==> config.mk <==
export PLATFORM = sky130hd
export DESIGN_NAME = nrisc_mc_sequencer
export DESIGN_NICKNAME = d
export VERILOG_FILES = /design/src/rtl/nrisc_mc_sequencer_pkg.sv /design/src/rtl/nrisc_mem_watchdog.sv /design/src/rtl/nrisc_mc_sequencer.sv
export SDC_FILE = /design/constraint.sdc
export NUM_CORES = 1
export LEC_CHECK = 0
export ABC_AREA = 1
export CAP_MARGIN = 0
export CORE_MARGIN = 2
export CORE_UTILIZATION = 45
export DETAILED_ROUTE_END_ITERATION = 10
export PLACE_DENSITY_LB_ADDON = 0.12
export SLEW_MARGIN = 20
export SYNTH_ARGS = -nofsm -noshare
export SYNTH_HDL_FRONTEND = slang
export SYNTH_SLANG_ARGS = --single-unit
==> constraint.sdc <==
create_clock -name clock -period 1.7 [get_ports clock]
set_clock_uncertainty 0.1 [all_clocks]
set_input_delay 0.34 -clock clock [delete_from_list [all_inputs] [get_ports clock]]
set_output_delay 0.34 -clock clock [all_outputs]
set_load 0.01 [all_outputs]
==> src/rtl/nrisc_mc_sequencer_pkg.sv <==
// rtl/nrisc_mc_sequencer_pkg.sv - shared opcode, state and datapath control codes for the nRISC sequencer
package nrisc_mc_sequencer_pkg;

    localparam logic [2:0] OP_RALU = 3'b000;
    localparam logic [2:0] OP_ADDI = 3'b001;
    localparam logic [2:0] OP_LW   = 3'b010;
    localparam logic [2:0] OP_SW   = 3'b011;
    localparam logic [2:0] OP_BEQ  = 3'b100;
    localparam logic [2:0] OP_J    = 3'b101;
    localparam logic [2:0] OP_ILL  = 3'b110;
    localparam logic [2:0] OP_HALT = 3'b111;

    localparam logic [1:0] PC_SRC_INC    = 2'b00;
    localparam logic [1:0] PC_SRC_BRANCH = 2'b01;
    localparam logic [1:0] PC_SRC_JUMP   = 2'b10;

    localparam logic [1:0] ALU_OP_ADD   = 2'b00;
    localparam logic [1:0] ALU_OP_SUB   = 2'b01;
    localparam logic [1:0] ALU_OP_FUNCT = 2'b10;

    typedef enum logic [2:0] {
        ST_HALT,
        ST_FETCH,
        ST_DECODE,
        ST_EXEC,
        ST_MEM,
        ST_WB,
        ST_ERROR
    } state_t;

endpackage

==> src/rtl/nrisc_mem_watchdog.sv <==
// rtl/nrisc_mem_watchdog.sv - counts unacknowledged data-memory wait cycles and flags expiry
module nrisc_mem_watchdog #(
    parameter int MEM_TIMEOUT = 15
) (
    input  logic clock,
    input  logic reset,
    input  logic in_mem,
    input  logic mem_ack,
    output logic expired
);

    localparam int CNT_W = (MEM_TIMEOUT < 2) ? 1 : $clog2(MEM_TIMEOUT + 1);
    localparam logic [CNT_W-1:0] LAST_WAIT = CNT_W'(MEM_TIMEOUT - 1);

    logic [CNT_W-1:0] wait_cnt;

    // Held at zero outside MEM so every access starts counting afresh
    always_ff @(posedge clock or negedge reset) begin
        if (!reset) begin
            wait_cnt <= '0;
        end else if (!in_mem || mem_ack) begin
            wait_cnt <= '0;
        end else begin
            wait_cnt <= wait_cnt + CNT_W'(1);
        end
    end

    // Expires on the MEM_TIMEOUT-th consecutive cycle without an ack; a zero timeout never fires
    assign expired = (MEM_TIMEOUT != 0) && in_mem && !mem_ack && (wait_cnt == LAST_WAIT);

endmodule

==> src/rtl/nrisc_mc_sequencer.sv <==
// rtl/nrisc_mc_sequencer.sv - multi-cycle control FSM driving the nRISC datapath strobes
module nrisc_mc_sequencer
    import nrisc_mc_sequencer_pkg::*;
#(
    parameter int MEM_TIMEOUT   = 15,
    parameter int RETIRE_W      = 16,
    parameter bit START_RUNNING = 1'b1
) (
    input  logic                clock,
    input  logic                reset,
    input  logic                run,
    input  logic                step,
    input  logic [2:0]          instr_op,
    input  logic                alu_zero,
    input  logic                mem_ack,
    output logic                ir_write,
    output logic                pc_write,
    output logic [1:0]          pc_src,
    output logic                reg_write,
    output logic                reg_dst,
    output logic                alu_src,
    output logic [1:0]          alu_op,
    output logic                mem_to_reg,
    output logic                mem_req,
    output logic                mem_we,
    output logic                halted,
    output logic                error,
    output logic [RETIRE_W-1:0] retired
);

    localparam state_t RESET_STATE = START_RUNNING ? ST_FETCH : ST_HALT;

    state_t     state;
    state_t     state_nx;
    logic       step_once;
    logic       step_once_nx;
    logic       run_q;
    logic       retire;
    logic       boundary;
    logic       wd_expired;

    logic       ir_write_d;
    logic       pc_write_d;
    logic [1:0] pc_src_d;
    logic       reg_write_d;
    logic       reg_dst_d;
    logic       alu_src_d;
    logic [1:0] alu_op_d;
    logic       mem_to_reg_d;
    logic       mem_req_d;
    logic       mem_we_d;

    nrisc_mem_watchdog #(
        .MEM_TIMEOUT (MEM_TIMEOUT)
    ) u_watchdog (
        .clock   (clock),
        .reset   (reset),
        .in_mem  (state == ST_MEM),
        .mem_ack (mem_ack),
        .expired (wd_expired)
    );

    // State register, single-step flag and previous run level for edge detection
    always_ff @(posedge clock or negedge reset) begin
        if (!reset) begin
            state     <= RESET_STATE;
            step_once <= 1'b0;
            run_q     <= 1'b0;
        end else begin
            state     <= state_nx;
            step_once <= step_once_nx;
            run_q     <= run;
        end
    end

    // Retired-instruction counter, wraps naturally at its width
    always_ff @(posedge clock or negedge reset) begin
        if (!reset) begin
            retired <= '0;
        end else if (retire) begin
            retired <= retired + RETIRE_W'(1);
        end
    end

    // Next-state and strobe decode from current state and opcode
    always_comb begin
        state_nx     = state;
        step_once_nx = step_once;
        retire       = 1'b0;
        boundary     = 1'b0;
        ir_write_d   = 1'b0;
        pc_write_d   = 1'b0;
        pc_src_d     = PC_SRC_INC;
        reg_write_d  = 1'b0;
        reg_dst_d    = 1'b0;
        alu_src_d    = 1'b0;
        alu_op_d     = ALU_OP_ADD;
        mem_to_reg_d = 1'b0;
        mem_req_d    = 1'b0;
        mem_we_d     = 1'b0;
        case (state)
            ST_HALT: begin
                if (step) begin
                    state_nx     = ST_FETCH;
                    step_once_nx = 1'b1;
                end else if (run && !run_q) begin
                    state_nx     = ST_FETCH;
                    step_once_nx = 1'b0;
                end
            end
            ST_FETCH: begin
                ir_write_d = 1'b1;
                pc_write_d = 1'b1;
                pc_src_d   = PC_SRC_INC;
                state_nx   = ST_DECODE;
            end
            ST_DECODE: begin
                case (instr_op)
                    OP_J: begin
                        pc_write_d = 1'b1;
                        pc_src_d   = PC_SRC_JUMP;
                        retire     = 1'b1;
                        boundary   = 1'b1;
                    end
                    OP_HALT: begin
                        retire       = 1'b1;
                        state_nx     = ST_HALT;
                        step_once_nx = 1'b0;
                    end
                    OP_ILL:  state_nx = ST_ERROR;
                    default: state_nx = ST_EXEC;
                endcase
            end
            ST_EXEC: begin
                case (instr_op)
                    OP_RALU: begin
                        alu_op_d = ALU_OP_FUNCT;
                        state_nx = ST_WB;
                    end
                    OP_BEQ: begin
                        alu_op_d   = ALU_OP_SUB;
                        pc_write_d = alu_zero;
                        pc_src_d   = PC_SRC_BRANCH;
                        retire     = 1'b1;
                        boundary   = 1'b1;
                    end
                    OP_ADDI: begin
                        alu_src_d = 1'b1;
                        state_nx  = ST_WB;
                    end
                    default: begin
                        alu_src_d = 1'b1;
                        state_nx  = ST_MEM;
                    end
                endcase
            end
            ST_MEM: begin
                mem_req_d = 1'b1;
                mem_we_d  = (instr_op == OP_SW);
                if (wd_expired) begin
                    state_nx = ST_ERROR;
                end else if (mem_ack) begin
                    if (instr_op == OP_SW) begin
                        retire   = 1'b1;
                        boundary = 1'b1;
                    end else begin
                        state_nx = ST_WB;
                    end
                end
            end
            ST_WB: begin
                reg_write_d  = 1'b1;
                reg_dst_d    = (instr_op == OP_RALU);
                mem_to_reg_d = (instr_op == OP_LW);
                retire       = 1'b1;
                boundary     = 1'b1;
            end
            ST_ERROR: state_nx = ST_ERROR;
            default:  state_nx = ST_ERROR;
        endcase
        // A single-stepped instruction always parks in HALT, whatever run says
        if (boundary) begin
            state_nx     = (run && !step_once) ? ST_FETCH : ST_HALT;
            step_once_nx = 1'b0;
        end
    end

    // Strobes are forced low while reset is held so a pending access aborts at once
    assign ir_write   = reset && ir_write_d;
    assign pc_write   = reset && pc_write_d;
    assign pc_src     = reset ? pc_src_d : 2'b00;
    assign reg_write  = reset && reg_write_d;
    assign reg_dst    = reset && reg_dst_d;
    assign alu_src    = reset && alu_src_d;
    assign alu_op     = reset ? alu_op_d : 2'b00;
    assign mem_to_reg = reset && mem_to_reg_d;
    assign mem_req    = reset && mem_req_d;
    assign mem_we     = reset && mem_we_d;
    assign halted     = (state == ST_HALT);
    assign error      = (state == ST_ERROR);

endmodule

# [Word level (Yosys, flattened, before mapping)]
# Index checks and enable logic that the tools add are counted.
[op_classes] n_eq_ne=21 muxes=41 addsub=2 reduce_logical=25
[ops] cell="3-bit equality test (second input constant)" count=7
[ops] cell="1-bit two-way mux" count=21
[ops] cell="3-bit two-way mux" count=6
[ops] cell="3-bit one-hot mux with 6 select lines" count=1
[ops] cell="16-bit by 1-bit adder with 16-bit output (second input constant)" count=1
[ops] cell="3-bit by 2-bit equality test with 1-bit output (second input constant)" count=4
[ops] cell="1-bit logical AND" count=12
[ops] cell="3-bit one-hot mux with 3 select lines" count=1
[ops] cell="2-bit two-way mux" count=4
[ops] cell="4-bit inequality test (second input constant)" count=2
[ops] cell="1-bit one-hot mux with 4 select lines" count=2
[ops] cell="2-bit one-hot mux with 2 select lines" count=2
[ops] cell="3-bit by 1-bit equality test with 1-bit output (second input constant)" count=2
[ops] cell="3-bit zero test" count=2
[ops] cell="3-bit inequality test (second input constant)" count=2
[ops] cell="3-bit one-hot mux with 2 select lines" count=1
[ops] cell="6-bit AND reduction" count=1
[ops] cell="2-bit OR reduction" count=3
[ops] cell="4-bit by 1-bit adder with 4-bit output (second input constant)" count=1
[ops] cell="4-bit equality test (second input constant)" count=1
[ops] cell="1-bit zero test" count=4
[ops] cell="4-bit two-way mux" count=1
[ops] cell="4-bit by 2-bit inequality test with 1-bit output (second input constant)" count=1
[ops] cell="3-bit by 2-bit inequality test with 1-bit output (second input constant)" count=1
[ops] cell="other kinds (6)" count=6
[totals] reg_bits=25 in_bits=9

# [Depth between registers and ports, before layout]
# Gate-level depths: netlist of the first run.
[logic_depth] word_depth=7 mapped_depth=11 mapped_depth_nobuf=10

# [Cells and area by module]
# From an unflattened synthesis of the first run, not the netlist that was laid out.
[unflattened] hier_cells=262 area_unflattened_um2=1843.0
[by_module_without_submodules] module="nrisc_mc_sequencer" cells_each=240 seq_area_each_um2=526.8 area_per_inst_um2=1645.3 n_inst=1
[by_module_without_submodules] module="nrisc_mem_watchdog" cells_each=22 seq_area_each_um2=100.1 area_per_inst_um2=197.7 n_inst=1

# [Least setup slack after synthesis of the first run]
# Ideal clock, no wire load.
[synth_path] path_type="flip-flop to output port" start="register state[0]" end="output port mem_to_reg" arrival_ps=1463 path_buffers=0 path_stages_with_launch=7 setup_slack_ps=-203 path_cell_list="dfstp_2 inv_2 nor3_2 inv_1 nor2_1 nand2_1 nor3_1"
[synth_between] elab_chain_cells=3
[synth_lines] item="start, declared" line="nrisc_mc_sequencer.sv:33" text="state_t state;"
[synth_lines] item="start signal, assigned" line="nrisc_mc_sequencer.sv:70" text="state <= state_nx;"
[synth_lines] item="3-bit equality test" line="nrisc_mc_sequencer.sv:101" text="case (state)"
[synth_lines] item="1-bit two-way mux" line="nrisc_mc_sequencer.sv:101"
[synth_lines] item="1-bit logical AND" line="nrisc_mc_sequencer.sv:196" text="assign mem_to_reg = reset && mem_to_reg_d;"
[synth_lines] item="end, declared" line="nrisc_mc_sequencer.sv:23" text="output logic mem_to_reg,"
# Every way passes these cells.

# [Final worst setup path of the first run]
# Same ends and word-level chain as after synthesis.

==> results of run 1 <==
## worst min path at each step
stage                             end  slack, ns  depth (start not counted)
3_3_place_gp   u_watchdog.wait_cnt[0]       0.38                          1
5_1_grt        u_watchdog.wait_cnt[0]       0.42                          1
3_5_place_dp   u_watchdog.wait_cnt[0]       0.38                          1
2_1_floorplan              retired[0]      -0.06                          0
4_1_cts        u_watchdog.wait_cnt[0]       0.40                          1
6_report       u_watchdog.wait_cnt[0]       0.39                          1
## metal layers
layer,GRT usage,part of all wire,vias to the layer above
met2,0.434,0.48,104
met5,0,0,-
met1,0.341,0.43,955
met3,0.0528,0.080,14
met4,0.0485,0.014,0
li1,-,-,976
## metrics by stage
| step | setup TNS [ns] | power (mW) |
|---|---|---|
| 2_1_floorplan | -0.0681 | 1.90 |
| 3_3_place_gp | -12.39 | 2.66 |
| 3_5_place_dp | -13.10 | 2.70 |
| 4_1_cts | -5.35 | 3.56 |
| 5_1_grt | -10.56 | 4.24 |
| 6_report | -7.85 | 4.00 |
## worst max-delay path, cell delays in order, from the launching register on
cell and delay, ns:
sky130_fd_sc_hd__dfstp_2 0.59, sky130_fd_sc_hd__inv_2 0.06, sky130_fd_sc_hd__nor3_4 0.17, sky130_fd_sc_hd__inv_2 0.08
sky130_fd_sc_hd__nor2_4 0.09, sky130_fd_sc_hd__nand2_1 0.07, sky130_fd_sc_hd__nor3_2 0.09, sky130_fd_sc_hd__buf_2 0.14
## registers in the layout, summed over array words and instances (netlist names)
signal / flops
retired: 16
state: 3
run_q: 1
step_once: 1
u_watchdog.wait_cnt: 4
## final cells by class
cell class                      instances  area [µm²]  area share
Clock buffer                            3        41.3      0.0140
Clock inverter                          1        8.76     0.00297
Inverter                               25         123      0.0416
Multi-Input combinational cell        182        1140       0.388
Sequential cell                        25         628       0.213
Tap cell                               48        60.1      0.0204
Timing Repair Buffer                  109         932       0.316
Timing Repair inverter                  1        11.3     0.00382
## cells in the final DEF (no fill, tap or decap), drive strengths merged
cell type      synthesis  final
dfrtp                 24     24
clkdlybuf4s15          0      1
xnor2                 10     10
o2111ai                1      1
a21oi                  4      4
dlygate4sd2            0      5
o21ai                 12     12
a41oi                  1      1
buf                    5     84
xor2                   7      7
inv                   25     26
nand4                  3      3
dfstp                  1      1
clkinv                 0      1
ha                     4      4
nor2                  42     42
dlymetal6s2s           0      1
nand3b                 1      1
nand2                 63     63
clkbuf                 0      3
nor3                   8      8
nand3                 26     26
clkdlybuf4s50          0     18
## cell families after synthesis
| group | Yosys count | share of synthesized area |
|---|---|---|
| AOI/OAI and AO/OA | 18 | 0.0630 |
| xor gates and xnor gates | 17 | 0.0862 |
| adders and majority gates | 4 | 0.0290 |
| buffers and inverters | 30 | 0.0862 |
| DFF | 25 | 0.363 |
| and+or+nand+nor | 143 | 0.372 |
## power by group through the flow
| stage | clock [mW] | combinational, mW | sequential (mW) |
|---|---|---|---|
| after detailed placement | 0 | 1.82 | 0.883 |
| after global placement | 0 | 1.78 | 0.883 |
| after floorplan | 0 | 0.986 | 0.918 |
| final | 0.368 | 2.77 | 0.863 |
| after CTS | 0.383 | 2.32 | 0.857 |
| after global routing | 0.402 | 2.95 | 0.884 |
## repair_timing
action	4_1_cts	5_1_grt
pin swaps	13	13
gates resized for setup	100	33
setup buffers	26	8
endpoints found under the setup margin	45	40
cloned	0	1
==> flow_metrics.py, run 1 <==
metrics = {
    "global_routing": {
        "vias_in_the_first_global_route": 1918,
        "wire_length_of_the_first_global_routing_pass_um": 8600,
        "grt.overflow.total": 0,
        "antenna_found_initial": 0,
        "pin_count_of_the_biggest_net_entering_global_routing": 26,
        "globalRouteTotalUtil": 0.256,
    },
    "power_and_ir_drop": {
        "p_leak_nw": 1.45,
        "p_sw_mw": 1.76,
        "internal-power_mw": 2.24,
        "seqPwrFrac": 0.216,
        "power.density_cell_area_nw_per_um2": 1360,
        "power_frac_comb": 0.692,
        "ir_worst_vdd_v": 0.000913,
        "clock_power_share": 0.092,
        "switching_share": 0.439,
    },
    "cts": {
        "tritoncts.num_buffers": 3,
        "cts_hold_buf": 0,
        "tritoncts_num_sinks": 25,
        "cts_tree": "done",
        "max-clock-path-buffers": 2,
        "insertion_delay_ns": 0.27,
        "cts.root.buffer_cell": "sky130_fd_sc_hd__clkbuf_8",
        "cts.reportedPaths.clkPinSlew_ns": 0.10,
        "cts_max_level": 1,
    },
    "critical_path": {
        "worst_r2r_startpoint": "state[0]",
        "critical_path.max_fanout": 4,
        "crit_path_start": "state[0]",
        "critical_path.startpoint_type": "flop",
        "crit-reg2reg-capture": "retired[14]",
        "cp_arrival_ns": 1.57,
        "worst_setup_path_class": "reg -> out",
        "endpoint_kind_of_the_worst_setup_timing_path": "output port",
        "reg2reg_setup_slack_ns": -0.25,
        "depth_of_the_worst_register_to_register_path": 13,
        "critical_path_required_ns": 1.26,
        "worstSetupEndpoint": "mem_to_reg",
    },
    "hold_path": {
        "hold_path.startpoint": "u_watchdog.wait_cnt[0]",
        "holdCritPathClass": "reg -> reg",
    },
    "sta": {
        "number_of_hold_slack_violations_in_the_final_timing_report": 0,
        "fin_crit_ns": 2.01,
        "hold_ws_ns": 0.393,
        "max_slew.worst_pin.slew_ns": 0.406,
        "timing.final.setup_violations": 34,
        "max_freq_mhz": 498,
        "setup_repair_after_global_routing_missed_its_margin": "true",
        "post-route-period-util": 1.18,
        "worst_slack_ns": -0.308,
        "number_of_max_slew_violations_in_the_final_report": 0,
        "worst_slew_margin_rel": 0.727,
    },
    "finish": {
        "num_antenna_cells": 0,
        "layoutNonFillerInstCount": 394,
        "final_layout_size_suffix_gt1_frac": 0.425,
        "finish.instance_area_um2": 2950,
        "final_net_count": 360,
        "fillers": 246,
        "post-route-util": 0.800,
        "layout-area-overhead-vs-synth_pct": 70.8,
    },
    "die": {
        "core.rowCount": 22,
        "die-width_um": 65.9,
        "io_pins": 39,
        "core_area_um2": 3690,
        "fp.dieArea_um2": 4350,
        "chip_height_um": 65.9,
        "initial_standard_cell_utilization_of_the_core": 0.468,
    },
    "place": {
        "preCtsSetupSlack_ns": -0.687,
        "post_dp_cell_area_um2": 2440,
        "numPlacedInstances": 357,
        "port_buffers": 38,
        "gp_congestion": 0.894,
        "post-dp-hpwl_um": 3300,
    },
    "synth": {
        "ys_seq_area_frac": 0.363,
        "commonest_cells_post_synth": "sky130_fd_sc_hd__nand2_1 (60), sky130_fd_sc_hd__nor2_1 (36), sky130_fd_sc_hd__dfrtp_1 (24), sky130_fd_sc_hd__nand3_1 (24), sky130_fd_sc_hd__inv_1 (21)",
        "yosys_warnings": 0,
        "synth.net_count": 250,
        "yosysTopAreaCellShare": 0.348,
        "syn-cell-area_um2": 1730,
        "synth_most_common_cell": "sky130_fd_sc_hd__nand2_1",
        "synth_area_per_cell_um2": 7.29,
        "ys_top_cells_by_area": "sky130_fd_sc_hd__dfrtp_1 (35%), sky130_fd_sc_hd__nand2_1 (13%), sky130_fd_sc_hd__nor2_1 (7.8%), sky130_fd_sc_hd__nand3_1 (7.0%), sky130_fd_sc_hd__xnor2_1 (5.1%)",
        "async_reset_ff_frac": 1.00,
        "number_of_synthesized_flops_with_an_enable_pin": 0,
        "synthesized_instance_count": 237,
        "synth_cell_types": 30,
        "synth_largest_area_cell": "sky130_fd_sc_hd__dfrtp_1",
        "most_frequently_used_flop_master_after_synthesis": "sky130_fd_sc_hd__dfrtp_1",
        "ys_ff_latch": 25,
    },
    "drt": {
        "vias": 2049,
        "drt_wl_total_um": 5850,
        "drt-initial-drc-count": 143,
        "drc": 0,
        "wire_per_inst_um": 14.8,
        "avgViaCountPerCell": 5.20,
        "detail-route-antenna-nets": 0,
        "drt_pre_antenna_iters": 5,
    },
    "status": {
        "failing_checks": "negative setup slack",
        "status": "finished, violations left",
    },
    "run": {
        "cap_viol_max_count": 0,
    },
}
No activity file was read; power rests on OpenSTA's default activity.
==> run 2, diff against run 1 <==
--- a/config.mk
+++ b/config.mk
@@ -7,6 +7,7 @@
 export LEC_CHECK = 0
 export ABC_AREA = 1
 export CAP_MARGIN = 0
+export CORE_ASPECT_RATIO = 0.9
 export CORE_MARGIN = 2
 export CORE_UTILIZATION = 45
 export DETAILED_ROUTE_END_ITERATION = 10
@@ -15,3 +16,4 @@
 export SYNTH_ARGS = -nofsm -noshare
 export SYNTH_HDL_FRONTEND = slang
 export SYNTH_SLANG_ARGS = --single-unit
+export TNS_END_PERCENT = 1
==> run 2 against run 1 <==
The run still ends with negative setup slack left. Non-clock buffer count decreased by 27. Critical endpoint is now pc_write. Highest routed layer unchanged. Routed wire length shrank 26%. Largest power group unchanged. Combinational power is 27% lower. First-iteration DRC count up 22%. Final cell count decreased by 7.6%.
==> flow_metrics.py, run 2 (synthesis results as in run 1) <==
metrics = {
    "cts": {
        "tritoncts.num_buffers": 3,
        "cts_max_level": 1,
        "cts.reportedPaths.clkPinSlew_ns": 0.09,
        "cts.root.buffer_cell": "sky130_fd_sc_hd__clkbuf_8",
        "cts_hold_buf": 0,
        "cts_tree": "done",
        "tritoncts_num_sinks": 25,
        "max-clock-path-buffers": 2,
        "insertion_delay_ns": 0.27,
    },
    "drt": {
        "vias": 1775,
        "drt_wl_total_um": 4320,
        "drt-initial-drc-count": 174,
        "detail-route-antenna-nets": 0,
        "wire_per_inst_um": 11.9,
        "drc": 0,
        "drt_pre_antenna_iters": 4,
        "avgViaCountPerCell": 4.88,
    },
    "global_routing": {
        "vias_in_the_first_global_route": 1656,
        "use_met2": 0.333,
        "wire_length_of_the_first_global_routing_pass_um": 7380,
        "globalRouteTotalUtil": 0.208,
        "busiest_layer": "met2",
        "pin_count_of_the_biggest_net_entering_global_routing": 22,
        "grt.overflow.total": 0,
        "grt_util_met3": 0.0355,
        "globalRouteMet1Util": 0.300,
        "antenna_found_initial": 0,
    },
    "finish": {
        "largest_register_ff_count": 16,
        "top_register": "retired",
        "layoutNonFillerInstCount": 364,
        "fillers": 338,
        "final_layout_size_suffix_gt1_frac": 0.296,
        "final_net_count": 332,
        "finish.instance_area_um2": 2550,
        "num_antenna_cells": 0,
        "final_cell_mix": "sky130_fd_sc_hd__nand2_1 (58), sky130_fd_sc_hd__buf_4 (37), sky130_fd_sc_hd__nor2_1 (32)",
        "layout_top_registers": "retired x16, u_watchdog.wait_cnt x4, state x3",
        "mostFrequentLayoutCell": "sky130_fd_sc_hd__nand2_1",
        "layout-area-overhead-vs-synth_pct": 47.6,
    },
    "die": {
        "fp.dieArea_um2": 4350,
        "core_area_um2": 3700,
        "io_pins": 39,
        "core.rowCount": 21,
        "die-width_um": 69.3,
        "chip_height_um": 62.8,
        "initial_standard_cell_utilization_of_the_core": 0.466,
    },
    "place": {
        "preCtsSetupSlack_ns": -0.712,
        "gp_congestion": 0.844,
        "post-dp-hpwl_um": 3300,
        "port_buffers": 38,
        "post_dp_cell_area_um2": 2420,
        "numPlacedInstances": 353,
    },
    "sta": {
        "worst_slack_ns": -0.304,
        "fin_crit_ns": 2.00,
        "number_of_max_slew_violations_in_the_final_report": 0,
        "max_slew.worst_pin.slew_ns": 0.352,
        "worst_slew_margin_rel": 0.763,
        "max_freq_mhz": 499,
        "number_of_hold_slack_violations_in_the_final_timing_report": 0,
        "setup_repair_after_global_routing_missed_its_margin": "true",
        "timing.final.setup_violations": 34,
        "post-route-period-util": 1.18,
    },
    "power_and_ir_drop": {
        "power.total_mw": 3.27,
        "power.density_cell_area_nw_per_um2": 1280,
        "p_leak_nw": 1.32,
        "ir_worst_vdd_v": 0.00104,
    },
    "critical_path": {
        "cp_arrival_ns": 1.56,
        "critical_path.max_fanout": 5,
        "critical_path_required_ns": 1.26,
        "critical_path.startpoint_type": "flop",
        "worst_setup_path_class": "reg -> out",
        "endpoint_kind_of_the_worst_setup_timing_path": "output port",
    },
    "status": {
        "failing_checks": "negative setup slack",
        "status": "finished, violations left",
    },
    "run": {
        "cap_viol_max_count": 0,
    },
    "hold_path": {
        "holdCritPathClass": "in -> async",
    },
}
run 2: cell count changes in the layout (fill, tap and decap cells not counted), sizes merged:
cell | before | now
clkdlybuf4s50 | 18 | 8
clkinv | 1 | 0
inv | 26 | 25
dlygate4sd2 | 5 | 14
buf | 84 | 55
clkdlybuf4s15 | 1 | 2
clkinvlp | 0 | 1
dlymetal6s2s | 1 | 3
run 2: through the flow:
stage          hold WS [ns]  utilization  setup TNS (ns)
3_3_place_gp          0.374        0.653          -12.90
6_report              0.333        0.688           -5.05
5_1_grt               0.357        0.688           -8.32
2_1_floorplan       -0.0556            -         -0.0690
3_5_place_dp          0.376        0.653          -13.63
4_1_cts               0.341        0.668           -6.16
run 2: layer usage:
metal	wire length [µm]	share of wire
met5	0	0
met4	22	0.0051
met3	247	0.057
met2	1950	0.45
met1	2100	0.49
run 2: critical path, stage by stage (launching register included):
cell and delay [ns]:
sky130_fd_sc_hd__dfrtp_2 0.45, sky130_fd_sc_hd__buf_4 0.15, sky130_fd_sc_hd__inv_2 0.04, sky130_fd_sc_hd__nand3_4 0.10, sky130_fd_sc_hd__nor2_4 0.04, sky130_fd_sc_hd__buf_4 0.13, sky130_fd_sc_hd__a41oi_1 0.16, sky130_fd_sc_hd__o21ai_1 0.09
sky130_fd_sc_hd__buf_2 0.14
run 2: repair_timing:
action                                  in CTS  in global routing
endpoints found under the hold margin        0                  0
gates cloned                                 0                  0
resized for setup                           71                 25
pin swaps                                    7                  6
endpoints found under the setup margin      44                 37
setup buffers                                6                  1
run 2: path summary, 6_finish.rpt:
kind / startpoint / to / slack [ns] / depth (start not counted)
max: state[1] / pc_write / -0.30 / 8
min: reset / retired[14] / 0.33 / 2
max reg2reg: state[0] / retired[15] / -0.16 / 12
min reg2reg: u_watchdog.wait_cnt[0] / u_watchdog.wait_cnt[0] / 0.38 / 1
max in group asynchronous: reset / state[0] / 0.82 / 2
min in group clock: u_watchdog.wait_cnt[0] / u_watchdog.wait_cnt[0] / 0.38 / 1
run 2: layout make-up:
type | count | area [µm²] | area share
repair buffers | 82 | 694 | 0.272
inverters | 25 | 101 | 0.0398
clock buffers | 3 | 41.3 | 0.0162
clock inverters | 1 | 7.51 | 0.00295
flip-flops and latches | 25 | 628 | 0.246
well taps | 46 | 57.6 | 0.0226
multi-input cells | 182 | 1020 | 0.400
run 2: power breakdown:
group	switching, mW	total [mW]	leakage (nW)	internal (mW)
logic	1.07	2.03	0.970	0.955
clock network	0.198	0.364	0.0217	0.166
registers	0.137	0.880	0.327	0.743
total	1.41	3.27	1.32	1.86
==> run 3, diff against run 2 <==
--- a/config.mk
+++ b/config.mk
@@ -10,6 +10,7 @@
 export CORE_ASPECT_RATIO = 0.9
 export CORE_MARGIN = 2
 export CORE_UTILIZATION = 45
+export CTS_CLUSTER_DIAMETER = 80
 export DETAILED_ROUTE_END_ITERATION = 10
 export PLACE_DENSITY_LB_ADDON = 0.12
 export SLEW_MARGIN = 20
==> results of run 3 <==
The final DEF is identical to that of run 2; final timing and power are the same.
